===== src/rtl/efuse_pkg.sv =====
// Shared types, constants and address decode for the eFuse sequencer/arbiter.
package efuse_pkg;

  localparam int unsigned EFUSE_NR       = 64;
  localparam int unsigned EFUSE_RSEL     = 4;
  localparam int unsigned EFUSE_BYTE_NUM = EFUSE_NR / 8;

  typedef enum logic [3:0] {
    BOOT_ISS,
    BOOT_WAIT,
    IDLE,
    RD_ISS,
    RD_WAIT,
    PGM_ISS,
    PGM_WAIT,
    REFR_ISS,
    REFR_WAIT
  } efuse_arb_st_e;

  // Byte address -> read segment index; may exceed the segment count for bad addresses.
  function automatic logic [7:0] pgm_addr_to_seg(input logic [7:0] addr,
                                                 input int unsigned byte_num);
    return 8'(32'(addr) / byte_num);
  endfunction

endpackage


===== src/rtl/efuse_ctrl_arb_if.sv =====
// Software request/acknowledge bus between the requester and the eFuse arbiter.
interface efuse_ctrl_arb_if
  import efuse_pkg::*;
#(
  parameter  int unsigned NR    = EFUSE_NR,
  parameter  int unsigned RSEL  = EFUSE_RSEL,
  localparam int unsigned SEL_W = $clog2(RSEL)
);

  logic             sw_rd_req;
  logic [SEL_W-1:0] sw_rd_sel;
  logic             sw_pgm_req;
  logic [7:0]       sw_pgm_addr;
  logic [2:0]       sw_pgm_bit;
  logic             sw_ack;
  logic             sw_err;
  logic [NR-1:0]    sw_rd_data;

  modport master (
    output sw_rd_req, sw_rd_sel, sw_pgm_req, sw_pgm_addr, sw_pgm_bit,
    input  sw_ack, sw_err, sw_rd_data
  );

  modport slave (
    input  sw_rd_req, sw_rd_sel, sw_pgm_req, sw_pgm_addr, sw_pgm_bit,
    output sw_ack, sw_err, sw_rd_data
  );

endinterface


===== src/rtl/efuse_wdog.sv =====
// Engine watchdog: cleared on issue, counts while waiting, saturates at all-ones.
module efuse_wdog #(
  parameter int unsigned W = 10
) (
  input  logic clk,
  input  logic rst_n,
  input  logic clr,
  input  logic en,
  output logic expire_c
);

  logic [W-1:0] cnt;

  assign expire_c = &cnt;

  always_ff @(posedge clk or negedge rst_n) begin
    if (!rst_n) begin
      cnt <= '0;
    end else if (clr) begin
      cnt <= '0;
    end else if (en && !expire_c) begin
      cnt <= cnt + W'(1);
    end
  end

endmodule


===== src/rtl/efuse_ctrl_arb.sv =====
// Boot-loads the fuse shadow, then serializes software read/program requests
// to the eFuse engines with read priority and a timeout watchdog.
module efuse_ctrl_arb
  import efuse_pkg::*;
#(
  parameter  int unsigned NR    = EFUSE_NR,
  parameter  int unsigned RSEL  = EFUSE_RSEL,
  parameter  int unsigned TMO_W = 10,
  localparam int unsigned SEL_W = $clog2(RSEL)
) (
  input  logic                 clk,
  input  logic                 rst_n,
  efuse_ctrl_arb_if.slave      sw,
  output logic [NR*RSEL-1:0]   shadow,
  output logic                 load_done,
  output logic                 tmo_err,
  output logic                 busy,
  output logic                 rd_start,
  output logic [SEL_W-1:0]     rd_sel,
  input  logic                 rd_done,
  input  logic [NR-1:0]        rd_data,
  output logic                 pgm_start,
  output logic [7:0]           pgm_addr,
  output logic [2:0]           pgm_bit,
  input  logic                 pgm_done
);

  efuse_arb_st_e    state, state_d;
  logic [SEL_W-1:0] seg_cnt;
  logic [7:0]       pgm_seg;
  logic             pgm_seg_ok;
  logic             wd_clr, wd_en, wd_exp;
  logic             shadow_we, data_we, ack_d, err_d, tmo_set;
  logic             seg_adv, load_set, take_rd, take_pgm;

  assign pgm_seg    = pgm_addr_to_seg(sw.sw_pgm_addr, NR / 8);
  assign pgm_seg_ok = 32'(pgm_seg) < RSEL;

  assign wd_clr    = state inside {BOOT_ISS, RD_ISS, PGM_ISS, REFR_ISS};
  assign wd_en     = state inside {BOOT_WAIT, RD_WAIT, PGM_WAIT, REFR_WAIT};
  // Gated by rst_n so the reset state (BOOT_ISS) does not start the engine while held in reset.
  assign rd_start  = rst_n && (state inside {BOOT_ISS, RD_ISS, REFR_ISS});
  assign pgm_start = (state == PGM_ISS);
  assign busy      = (state != IDLE);

  efuse_wdog #(.W(TMO_W)) u_wdog (
    .clk      (clk),
    .rst_n    (rst_n),
    .clr      (wd_clr),
    .en       (wd_en),
    .expire_c (wd_exp)
  );

  always_ff @(posedge clk or negedge rst_n) begin
    if (!rst_n) state <= BOOT_ISS;
    else        state <= state_d;
  end

  // Next state and one-cycle control strobes for the datapath.
  always_comb begin
    state_d   = state;
    shadow_we = 1'b0;
    data_we   = 1'b0;
    ack_d     = 1'b0;
    err_d     = 1'b0;
    tmo_set   = 1'b0;
    seg_adv   = 1'b0;
    load_set  = 1'b0;
    take_rd   = 1'b0;
    take_pgm  = 1'b0;
    case (state)
      BOOT_ISS: state_d = BOOT_WAIT;
      BOOT_WAIT: begin
        if (rd_done || wd_exp) begin
          shadow_we = rd_done;
          tmo_set   = !rd_done;
          if (seg_cnt == SEL_W'(RSEL - 1)) begin
            load_set = 1'b1;
            state_d  = IDLE;
          end else begin
            seg_adv = 1'b1;
            state_d = BOOT_ISS;
          end
        end
      end
      IDLE: begin
        // The ack cycle is skipped so a still-high level request is not served twice.
        if (!sw.sw_ack) begin
          if (sw.sw_rd_req) begin
            take_rd = 1'b1;
            state_d = RD_ISS;
          end else if (sw.sw_pgm_req) begin
            if (pgm_seg_ok) begin
              take_pgm = 1'b1;
              state_d  = PGM_ISS;
            end else begin
              ack_d = 1'b1;
              err_d = 1'b1;
            end
          end
        end
      end
      RD_ISS: state_d = RD_WAIT;
      RD_WAIT: begin
        if (rd_done) begin
          shadow_we = 1'b1;
          data_we   = 1'b1;
          ack_d     = 1'b1;
          state_d   = IDLE;
        end else if (wd_exp) begin
          tmo_set = 1'b1;
          ack_d   = 1'b1;
          err_d   = 1'b1;
          state_d = IDLE;
        end
      end
      PGM_ISS: state_d = PGM_WAIT;
      PGM_WAIT: begin
        if (pgm_done) begin
          state_d = REFR_ISS;
        end else if (wd_exp) begin
          tmo_set = 1'b1;
          ack_d   = 1'b1;
          err_d   = 1'b1;
          state_d = IDLE;
        end
      end
      REFR_ISS: state_d = REFR_WAIT;
      REFR_WAIT: begin
        if (rd_done) begin
          shadow_we = 1'b1;
          ack_d     = 1'b1;
          state_d   = IDLE;
        end else if (wd_exp) begin
          tmo_set = 1'b1;
          ack_d   = 1'b1;
          err_d   = 1'b1;
          state_d = IDLE;
        end
      end
      default: state_d = BOOT_ISS;
    endcase
  end

  // rd_sel tracks seg_cnt during boot, so one write port serves boot, read and refresh.
  always_ff @(posedge clk or negedge rst_n) begin
    if (!rst_n) begin
      shadow        <= '0;
      sw.sw_rd_data <= '0;
      sw.sw_ack     <= 1'b0;
      sw.sw_err     <= 1'b0;
      seg_cnt       <= '0;
      load_done     <= 1'b0;
      tmo_err       <= 1'b0;
      rd_sel        <= '0;
      pgm_addr      <= '0;
      pgm_bit       <= '0;
    end else begin
      sw.sw_ack <= ack_d;
      sw.sw_err <= err_d;
      if (tmo_set)   tmo_err   <= 1'b1;
      if (load_set)  load_done <= 1'b1;
      if (shadow_we) shadow[32'(rd_sel)*NR +: NR] <= rd_data;
      if (data_we)   sw.sw_rd_data <= rd_data;
      if (seg_adv) begin
        seg_cnt <= seg_cnt + SEL_W'(1);
        rd_sel  <= seg_cnt + SEL_W'(1);
      end
      if (take_rd) rd_sel <= sw.sw_rd_sel;
      if (take_pgm) begin
        rd_sel   <= SEL_W'(pgm_seg);
        pgm_addr <= sw.sw_pgm_addr;
        pgm_bit  <= sw.sw_pgm_bit;
      end
    end
  end

endmodule


===== src/flat_wrapper.sv =====
// flat-port wrapper written by rule: the top's interface ports become plain ports
module efuse_ctrl_arb_flat import efuse_pkg::*;
#(
  parameter  int unsigned NR    = EFUSE_NR,
  parameter  int unsigned RSEL  = EFUSE_RSEL,
  parameter  int unsigned TMO_W = 10,
  localparam int unsigned SEL_W = $clog2(RSEL)
)
  (clk, rst_n, shadow, load_done, tmo_err, busy, rd_start, rd_sel, rd_done, rd_data, pgm_start, pgm_addr, pgm_bit, pgm_done, sw_sw_rd_req, sw_sw_rd_sel, sw_sw_pgm_req, sw_sw_pgm_addr, sw_sw_pgm_bit, sw_sw_ack, sw_sw_err, sw_sw_rd_data);
  efuse_ctrl_arb_if #(.NR(NR), .RSEL(RSEL)) sw_i ();
  input  logic clk;
  input  logic rst_n;
  output logic [NR*RSEL-1:0] shadow;
  output logic load_done;
  output logic tmo_err;
  output logic busy;
  output logic rd_start;
  output logic [SEL_W-1:0] rd_sel;
  input  logic rd_done;
  input  logic [NR-1:0] rd_data;
  output logic pgm_start;
  output logic [7:0] pgm_addr;
  output logic [2:0] pgm_bit;
  input  logic pgm_done;
  input wire logic [$bits(sw_i.sw_rd_req)-1:0] sw_sw_rd_req;
  input wire logic [$bits(sw_i.sw_rd_sel)-1:0] sw_sw_rd_sel;
  input wire logic [$bits(sw_i.sw_pgm_req)-1:0] sw_sw_pgm_req;
  input wire logic [$bits(sw_i.sw_pgm_addr)-1:0] sw_sw_pgm_addr;
  input wire logic [$bits(sw_i.sw_pgm_bit)-1:0] sw_sw_pgm_bit;
  output wire logic [$bits(sw_i.sw_ack)-1:0] sw_sw_ack;
  output wire logic [$bits(sw_i.sw_err)-1:0] sw_sw_err;
  output wire logic [$bits(sw_i.sw_rd_data)-1:0] sw_sw_rd_data;
  assign sw_i.sw_rd_req = sw_sw_rd_req;
  assign sw_i.sw_rd_sel = sw_sw_rd_sel;
  assign sw_i.sw_pgm_req = sw_sw_pgm_req;
  assign sw_i.sw_pgm_addr = sw_sw_pgm_addr;
  assign sw_i.sw_pgm_bit = sw_sw_pgm_bit;
  assign sw_sw_ack = sw_i.sw_ack;
  assign sw_sw_err = sw_i.sw_err;
  assign sw_sw_rd_data = sw_i.sw_rd_data;
  efuse_ctrl_arb #(.NR(NR), .RSEL(RSEL), .TMO_W(TMO_W)) u_core (.clk(clk), .rst_n(rst_n), .sw(sw_i), .shadow(shadow), .load_done(load_done), .tmo_err(tmo_err), .busy(busy), .rd_start(rd_start), .rd_sel(rd_sel), .rd_done(rd_done), .rd_data(rd_data), .pgm_start(pgm_start), .pgm_addr(pgm_addr), .pgm_bit(pgm_bit), .pgm_done(pgm_done));
endmodule

===== config.mk =====
export PLATFORM = sky130hd
export DESIGN_NAME = efuse_ctrl_arb_flat
export DESIGN_NICKNAME = d
export VERILOG_FILES = /design/src/rtl/efuse_pkg.sv /design/src/rtl/efuse_ctrl_arb_if.sv /design/src/rtl/efuse_wdog.sv /design/src/rtl/efuse_ctrl_arb.sv /design/src/flat_wrapper.sv
export SDC_FILE = /design/constraint.sdc
export NUM_CORES = 1
export LEC_CHECK = 0
export ABC_AREA = 1
export BUFFER_PORTS_ARGS = -buffer_cell sky130_fd_sc_hd__buf_2
export CORE_ASPECT_RATIO = 0.7
export CORE_MARGIN = 5
export CORE_UTILIZATION = 30
export CTS_CLUSTER_DIAMETER = 30
export DETAILED_ROUTE_END_ITERATION = 10
export SYNTH_ARGS = -nofsm -noshare
export SYNTH_HDL_FRONTEND = slang
export SYNTH_SLANG_ARGS = --single-unit

===== constraint.sdc =====
create_clock -name clk -period 2.4 [get_ports clk]
set_clock_uncertainty 0.1 [all_clocks]
set_input_delay 0.24 -clock clk [delete_from_list [all_inputs] [get_ports clk]]
set_output_delay 0.24 -clock clk [all_outputs]
set_load 0.1 [all_outputs]

==> impl_metrics.tcl <==
set metrics [dict create \
    synthFlopType "dfrtp_1" \
    portBuffers 422 \
    grt_pass1_wl_mm 79.3 \
    drt_wl_total_mm 51.2 \
    gp_congestion 0.826 \
    seq_area_frac_synth_pct 58.5 \
    grt_util_met2_pct 28.8 \
    netlist_area_mm2 0.0151 \
    drt_iter0_drc 855 \
    grt_overflow_total 0 \
    period_needed_ps 2240 \
    cp-startpoint "u_core.state[1]" \
    cts.clk_slew.worst_paths_ps 50 \
    post-dp-hpwl_mm 35.2 \
    core_area_mm2 0.0495 \
    die_height_um 198 \
    row_count 68 \
    start_util_pct 30.5 \
    io_pins 423 \
    synth_cells 1608 \
    min_period_over_period_pct 93.4 \
    maxCapViolCount 0 \
    die-area_mm2 0.0550 \
    fmax_ghz 0.446 \
    finalHoldViolations 0 \
    cts-root-buf "clkbuf_16" \
    rr_startpoint "u_core.rd_sel[0]" \
    grt_max_degree 129 \
    crit_path_end_kind "output port" \
    dr_total_vias 13200 \
    chipWidth_um 278 \
    hold_slack_ps 53.8 \
    post_cts_buffers 0 \
    required_ps 2060 \
    yosysTopAreaCellShare_pct 58.5 \
    ys_warn_count 0 \
    crit_type "reg2out" \
    synth_area_leaders "dfrtp_1 58%, nand2_1 14%, o21ai_1 7.3%, mux2_2 4.8%, nand3_1 2.8%" \
    antenna-diode-count 0 \
    avgSynthCellArea_um2 9.39 \
    yosys_register_bits 353 \
    utilization_pct 43.1 \
    synth_top_area_cell "dfrtp_1" \
    setup_tns_ps 0 \
    cp_max_fo 5 \
    grt-busiest-layer "met2" \
    synth_cell_type_count 34 \
    hp-class "in2async" \
    tightest_slew_ps 686 \
    viasPerCell 4.63 \
    crit_path_end "pgm_start" \
    syn_nets 1698 \
    finalMaxSlewViolations 0 \
    drc 0 \
    setup_ws_ps 159 \
    worst-r2r-cell-count 8 \
    start_kind "register" \
    drtPass1Iterations 5 \
    setup_viol 0 \
    max_slew_margin_pct 54.2 \
    grt_use_total_pct 18.2 \
    cts_tree "built" \
    use_met3_pct 5.96 \
    ctsHtreeMaxLevel 3 \
    run_status "completed" \
    clk_latency_ps 580 \
    nets 2212 \
    r2r_setup_slack_ps 240 \
    ant_nets 0 \
    synth_edf_count 0 \
    clk_path_buf_depth 3 \
    syn_to_final_growth_pct 41.4 \
    grt_pass1_vias 13500 \
    async_reset_ff_share_pct 100 \
    drive_gt1_share_pct 32.7 \
    use_met1_pct 23.7 \
    clock-sinks 353 \
    routedWlPerCell_um 18.0 \
    r2r_end "u_core.shadow[85]" \
    cts_made_buffers 76 \
    crit_arrival_ps 1900 \
    rsz0062_at_grt "false" \
    pre_cts_ws_ps 239 \
    grt_antenna_before_repair 1 \
]
==> per-layer routing <==
metal | wire length [um] | part of all wire [%] | vias to the layer above
met1 | 22600 | 44 | 6390
met4 | 1380 | 2.7 | 0
met5 | 0 | 0 | -
met2 | 23300 | 46 | 437
li1 | - | - | 6294
met3 | 3930 | 7.7 | 81
==> cells by family after synthesis <==
family	share of synthesized area (%)
mux	4.77
buf+inv	6.07
simple gates	20.0
flops	58.5
xor+xnor	0.290
fa+ha+maj	0.580
compound gates	9.77
==> timing repair <==
item	4_1_cts	5_1_grt
hold buffers	82	0
resized for setup	0	1
setup endpoints to repair	0	1
hold endpoints to repair	688	0
==> cells in the mapped netlist, types with 3 or more instances <==
master    instances
nor2_2            5
buf_6            20
xor2_1            4
nand3_2           8
mux2_2           64
o21ai_2          37
nor2_1           48
nand3_1          85
buf_2            43
dfrtp_1         353
nand4_1           9
clkbuf_8          3
nand3b_1          4
buf_4             9
clkbuf_1         27
inv_1            68
ha_1              7
nand2_1         577
o21ai_1         219
==> worst min-delay path by stage <==
stage | from | cells after the start | slack [ps] | endpoint
2_1_floorplan | rst_n | 0 | -160 | u_core.load_done
3_3_place_gp | rst_n | 1 | 50 | u_core.shadow[210]
3_5_place_dp | rst_n | 1 | 60 | u_core.shadow[210]
4_1_cts | sw_sw_pgm_addr[6] | 7 | 0.5 | u_core.state[1]
5_1_grt | rst_n | 2 | 50 | u_core.shadow[81]
6_report | rst_n | 2 | 50 | u_core.shadow[144]
==> critical path, cell delays in order (launching register included) <==
cell and delay (ps):
dfrtp_1 420, inv_1 190, nand2_1 130, nor2_2 210, clkbuf_4 370
==> sequential cells by signal, summed over array words and instances (netlist names) <==
name and flops:
u_core.pgm_bit 3, u_core.sw.sw_rd_data 64, u_core.pgm_addr 8, u_core.state 4, u_core.sw.sw_ack 1, u_core.rd_sel 2
u_core.sw.sw_err 1, u_core.u_wdog.cnt 10, u_core.load_done 1, u_core.tmo_err 1, u_core.shadow 256, u_core.seg_cnt 2
==> cell usage in the layout (no fill, tap or decap), types with 45 or more instances in the layout <==
cell	count
clkbuf_16	79
dfrtp_1	351
inv_1	68
nand2_1	577
nand3_1	85
dlygate4sd3_1	82
mux2_2	64
o21ai_1	219
nor2_1	45
buf_2	419
==> metrics by stage <==
| stage | cell area, um^2 | std cells |
|---|---|---|
| 2_1_floorplan | 15100 | 1608 |
| 3_3_place_gp | 17900 | 2627 |
| 3_5_place_dp | 17900 | 2627 |
| 4_1_cts | 21400 | 2849 |
| 5_1_grt | 21400 | 2849 |
| 6_report | 21400 | 2849 |
==> area by class of cell <==
class	instances	area, um^2
Sequential cell	353	8840
Tap cell	665	832
Multi-Input combinational cell	1082	5420
Timing Repair Buffer	538	3400
Clock buffer	92	2060
Clock inverter	48	539
Fill cell	4824	28200
Inverter	71	267
Power is not shown: default switching activity piles up to over one toggle a cycle in this logic, so the estimate is an artifact.
